## src/rtl/mult_issue.sv

```systemverilog
// Operand FIFO and issue sequencer for a shift-accumulate multiplier.
// Optional watchdog enabled by defining MULT_ISSUE_TIMEOUT_EN.
module mult_issue #(
    parameter int unsigned A_DW    = 8,
    parameter int unsigned B_DW    = 8,
    parameter int unsigned C_DW    = A_DW + B_DW,
    parameter int unsigned DEPTH   = 2,
    parameter int unsigned TIMEOUT = 64
) (
    input  logic              clk_i,
    input  logic              rst_ni,
    input  logic              req_vld_i,
    output logic              req_rdy_o,
    input  logic [1:0]        req_tc_mode_i,
    input  logic [A_DW-1:0]   req_a_i,
    input  logic [B_DW-1:0]   req_b_i,
    output logic              mul_en_po,
    output logic [1:0]        mul_tc_mode_o,
    output logic [A_DW-1:0]   mul_a_o,
    output logic [B_DW-1:0]   mul_b_o,
    input  logic              mul_busy_i,
    input  logic              mul_c_vld_i,
    input  logic [C_DW-1:0]   mul_c_i,
    output logic              rsp_vld_o,
    input  logic              rsp_rdy_i,
    output logic [C_DW-1:0]   rsp_c_o,
    output logic              timeout_o
);

    localparam int unsigned PW = (DEPTH > 1) ? $clog2(DEPTH) : 1;
    localparam int unsigned CW = PW + 1;
    localparam int unsigned FW = 2 + A_DW + B_DW;

    typedef enum logic [1:0] {IDLE, ISSUE, WAIT} state_e;

    state_e          state;
    logic [FW-1:0]   mem [DEPTH];
    logic [PW-1:0]   wr_ptr;
    logic [PW-1:0]   rd_ptr;
    logic [CW-1:0]   count;
    logic            push;
    logic            pop;
    logic            wd_fire;

    // Ready depends only on the occupancy register, never on same-cycle inputs.
    assign req_rdy_o = (count != CW'(DEPTH));
    assign push      = req_vld_i && req_rdy_o;
    assign pop       = (state == WAIT) && (mul_c_vld_i || wd_fire);

    assign {mul_tc_mode_o, mul_a_o, mul_b_o} = mem[rd_ptr];

    always_ff @(posedge clk_i or negedge rst_ni) begin
        if (!rst_ni) begin
            wr_ptr <= '0;
            rd_ptr <= '0;
            count  <= '0;
            for (int i = 0; i < int'(DEPTH); i++) mem[i] <= '0;
        end else begin
            if (push) begin
                mem[wr_ptr] <= {req_tc_mode_i, req_a_i, req_b_i};
                wr_ptr      <= (wr_ptr == PW'(DEPTH - 1)) ? '0 : wr_ptr + PW'(1);
            end
            if (pop) begin
                rd_ptr <= (rd_ptr == PW'(DEPTH - 1)) ? '0 : rd_ptr + PW'(1);
            end
            case ({push, pop})
                2'b10:   count <= count + CW'(1);
                2'b01:   count <= count - CW'(1);
                default: count <= count;
            endcase
        end
    end

    // Issue sequencer and response register; a held response blocks the next issue.
    always_ff @(posedge clk_i or negedge rst_ni) begin
        if (!rst_ni) begin
            state     <= IDLE;
            mul_en_po <= 1'b0;
            rsp_vld_o <= 1'b0;
            rsp_c_o   <= '0;
        end else begin
            mul_en_po <= 1'b0;
            if (state == WAIT && mul_c_vld_i) begin
                rsp_c_o   <= mul_c_i;
                rsp_vld_o <= 1'b1;
            end else if (rsp_rdy_i) begin
                rsp_vld_o <= 1'b0;
            end
            case (state)
                IDLE: begin
                    if (count != '0 && !mul_busy_i && (!rsp_vld_o || rsp_rdy_i)) begin
                        state     <= ISSUE;
                        mul_en_po <= 1'b1;
                    end
                end
                ISSUE:   state <= WAIT;
                WAIT: begin
                    if (mul_c_vld_i || wd_fire) state <= IDLE;
                end
                default: state <= IDLE;
            endcase
        end
    end

`ifdef MULT_ISSUE_TIMEOUT_EN
    localparam int unsigned WW = $clog2(TIMEOUT + 1);

    logic [WW-1:0] wd_cnt;

    assign wd_fire = (state == WAIT) && !mul_c_vld_i && (wd_cnt == WW'(TIMEOUT - 1));

    // Watchdog counts cycles spent in WAIT; the error flag is sticky until reset.
    always_ff @(posedge clk_i or negedge rst_ni) begin
        if (!rst_ni) begin
            wd_cnt    <= '0;
            timeout_o <= 1'b0;
        end else begin
            wd_cnt    <= (state == WAIT && !pop) ? wd_cnt + WW'(1) : '0;
            timeout_o <= timeout_o | wd_fire;
        end
    end
`else
    assign wd_fire   = 1'b0;
    assign timeout_o = 1'b0;
`endif

endmodule
```

## config.mk

```make
export PLATFORM = sky130hd
export DESIGN_NAME = mult_issue
export DESIGN_NICKNAME = d
export VERILOG_FILES = /design/src/rtl/mult_issue.sv
export SDC_FILE = /design/constraint.sdc
export NUM_CORES = 1
export LEC_CHECK = 0
export BUFFER_PORTS_ARGS = -buffer_cell sky130_fd_sc_hd__buf_4
export CAP_MARGIN = 20
export CORE_MARGIN = 1.5
export CORE_UTILIZATION = 48
export CTS_CLUSTER_SIZE = 14
export DETAILED_ROUTE_END_ITERATION = 7
export PLACE_DENSITY = 0.78
export SLEW_MARGIN = 0
export SYNTH_ARGS = -nofsm -noshare
export SYNTH_HDL_FRONTEND = slang
export SYNTH_SLANG_ARGS = --single-unit
```

## constraint.sdc

```tcl
create_clock -name clk_i -period 2.9 [get_ports clk_i]
set_input_delay 0.435 -clock clk_i [delete_from_list [all_inputs] [get_ports clk_i]]
set_output_delay 0.435 -clock clk_i [all_outputs]
set_load 0.05 [all_outputs]
```

==> flow_metrics.env <==
export IMPL_outcome="complete, no violations"
export IMPL_grt_overflow=0
export IMPL_grt_pass1_wl_mm=7.91
export IMPL_skew_ns=0.00587
export IMPL_drive_gt1_share_pct=66.3
export IMPL_fillers=411
export IMPL_r2r_start="count[0]$_DFFE_PN0P_"
export IMPL_critPathBufInv=2
export IMPL_worstPathCellList="buf_4 > mux2_2 > buf_4"
export IMPL_hold_slack_ns=0.183
export IMPL_ios=78
export IMPL_cts_max_level=3
export IMPL_firstDrtPassIters=4
export IMPL_path_depth=3
export IMPL_cts_resized=0
export IMPL_grt_total_usage_pct=16.9
export IMPL_nNetsFinal=282
export IMPL_synth_edf_count=0
export IMPL_syn_mean_instance_area_sq_um=16.3
export IMPL_worstReg2RegEnd="mem[35]$_DFFE_PN0P_"
export IMPL_cp_max_fo=19
export IMPL_endpoint="mul_b_o[3]"
export IMPL_rsz0062_at_grt="no"
export IMPL_synthFlopType="dfrtp_1"
export IMPL_multi_input_area_sq_um=1020
export IMPL_ys_warnings_count=0
export IMPL_path_clk_slew_ns=0.06
export IMPL_async_flop_share_pct=100
export IMPL_area_delta_synth_final_pct=28.7
export IMPL_seq_area_frac_synth_pct=57.4
export IMPL_dp_hpwl_mm=3.03
export IMPL_wl_per_cell_microns=14.4
export IMPL_fp_dieH_microns=76.8
export IMPL_synth_top_family_by_area="multiplexers"
export IMPL_ant_nets=0
export IMPL_cts_buffers=9
export IMPL_crit_arrival_ns=1.48
export IMPL_holdBufCountCts=0
export IMPL_synthMuxAreaShare_pct=33.4
export IMPL_synth_top_cells_by_area="dfrtp_1 (57%), mux2_2 (22%), mux2_4 (11%)"
export IMPL_die_area_sq_um=5900
export IMPL_drtIter0Drc=50
export IMPL_design_area_sq_um=3360
export IMPL_portBuffers=76
export IMPL_antenna_found_initial=0
export IMPL_hold_path_class="primary input to async pin"
export IMPL_cts_sinks=60
export IMPL_timing_fmax_mhz=522
export IMPL_finalCritPeriodShare_pct=66.0
export IMPL_relSlewSlack_pct=51.0
export IMPL_cts_buffer_depth=2
export IMPL_critical_path_slowest_cell="mux2_2"
export IMPL_grt_max_degree=61
export IMPL_synth_xor_area_share_pct=1.68
export IMPL_cts_root_buf="clkbuf_8"
export IMPL_antenna_cells=0
export IMPL_first_global_vias=1723
export IMPL_synth_compound_area_share_pct=0.191
export IMPL_maxCapViolCount=0
export IMPL_reg2reg_depth=4
export IMPL_seq_area_sq_um=1500
export IMPL_synthesis_area_sq_um=2610
export IMPL_clkLatencyLatePin_ns=0.31
export IMPL_critPathKind="flop to primary output"
export IMPL_cts_tree="done"
export IMPL_post_cts_setup_buffers=0
export IMPL_vias=1554
export IMPL_core_region_area_sq_um=5170
export IMPL_drc=0
export IMPL_crit_start="rd_ptr$_DFFE_PN0P_"
export IMPL_post_drt_via_cell_ratio=4.92
export IMPL_synthesis_nets=201
export IMPL_initial_utilization_pct=50.5
export IMPL_worstMarginPinSlew_ns=0.734
export IMPL_rows=26
export IMPL_synth_most_common_cell="dfrtp_1"
export IMPL_synth_top_area_cell="dfrtp_1"
export IMPL_ys_ff_latch=60
export IMPL_synth_top_cell_area_share_pct=57.4
export IMPL_die_w_microns=76.8
export IMPL_gp_congestion=0.724
export IMPL_yosys_area_share_simple_pct=2.97
export IMPL_startpoint_type="flop"
export IMPL_critPathMostFrequentCell="buf_4"
export IMPL_post_route_min_period_ns=1.91
export IMPL_finalSetupViolations=0
export IMPL_max_stage_delay_ns=0.38
export IMPL_r2r_slack_ns=1.37
export IMPL_syn_inst=160
export IMPL_crit_family="buffers and inverters"
export IMPL_drv_slew=0
export IMPL_synth_top_cells_by_count="dfrtp_1 (60), mux2_2 (50), mux2_4 (20), xnor2_1 (4), buf_2 (3)"
export IMPL_cp_end_kind="primary output"
export IMPL_finalHoldViolations=0
export IMPL_tns_ns=0
export IMPL_wl_mm=4.56
export IMPL_yosys_area_share_adder_pct=0.479
export IMPL_place_area_sq_um=3200
export IMPL_cp_data_required_time_ns=2.47
export IMPL_ys_types=22
## logic make-up after synthesis
family | count (synthesis)
muxes | 71
adders and majority gates | 1
DFF | 60
other | 1
AOI/OAI and AO/OA | 1
and+or+nand+nor | 11
xor gates and xnor gates | 5
buffers and inverters | 10
## routing by layer
layer	wire (microns)	share of wire (%)	vias up	track usage, %
met2	2220	49	49	27.7
met3	195	4.3	3	3.45
li1	-	-	727	-
met4	16	0.35	0	7.22
met5	0	0	-	0
met1	2120	47	775	21.8
## placed cells by master (no fill, tap or decap), types with 2 or more instances in the layout
cell type,count
clkbuf_1,4
nand2b_1,2
buf_4,79
mux2_2,50
dfrtp_1,60
clkinv_2,2
nand2_1,2
xnor2_1,4
nor4_1,2
mux2_4,20
clkbuf_8,10
## how the worst min path moves through the flow
| stage | depth (start not counted) | end | start | slack [ns] |
|---|---|---|---|---|
| finish | 1 | mem[28]$_DFFE_PN0P_ | rst_ni | 0.18 |
| global route | 1 | mem[31]$_DFFE_PN0P_ | rst_ni | 0.24 |
| CTS | 1 | mem[28]$_DFFE_PN0P_ | rst_ni | 0.20 |
| detailed placement | 1 | wr_ptr$_DFFE_PN0N_ | wr_ptr$_DFFE_PN0N_ | 0.49 |
| global placement | 1 | wr_ptr$_DFFE_PN0N_ | wr_ptr$_DFFE_PN0N_ | 0.48 |
| floorplan | 0 | count[0]$_DFFE_PN0P_ | rst_ni | 0.14 |
## stage by stage
stage / std cells / utilization, % / worst slack [ns]
3_5_place_dp: 300 / 61.9 / 1.31
4_1_cts: 316 / 65.0 / 0.951
2_1_floorplan: 160 / - / 1.26
3_3_place_gp: 300 / 61.9 / 1.32
5_1_grt: 316 / 65.0 / 0.900
6_report: 316 / 65.0 / 0.985
## worst reg2reg max path, cell delays in order (launching register included)
cell	delay, ns
dfrtp_1	0.41
nand2b_4	0.17
and3b_1	0.15
buf_4	0.30
mux2_2	0.38
## sequential cells by signal, indices dropped and copies added, names as in the netlist
signal / flops
count: 2
mem: 36
mul_en_po: 1
rd_ptr: 1
rsp_c_o: 16
rsp_vld_o: 1
state: 2
wr_ptr: 1
## cell type report
type                       count  area share [%]
clock buffer                  14            4.54
clock inverter                 2           0.298
inverter                       1           0.112
multi-input combinational     90            30.2
sequential                    60            44.6
tap                           70            2.60
timing repair buffer          79            17.6
Power is left out: the tool's default activity adds up to more than one toggle a clock period on the data nets, which glitch-free logic cannot reach.
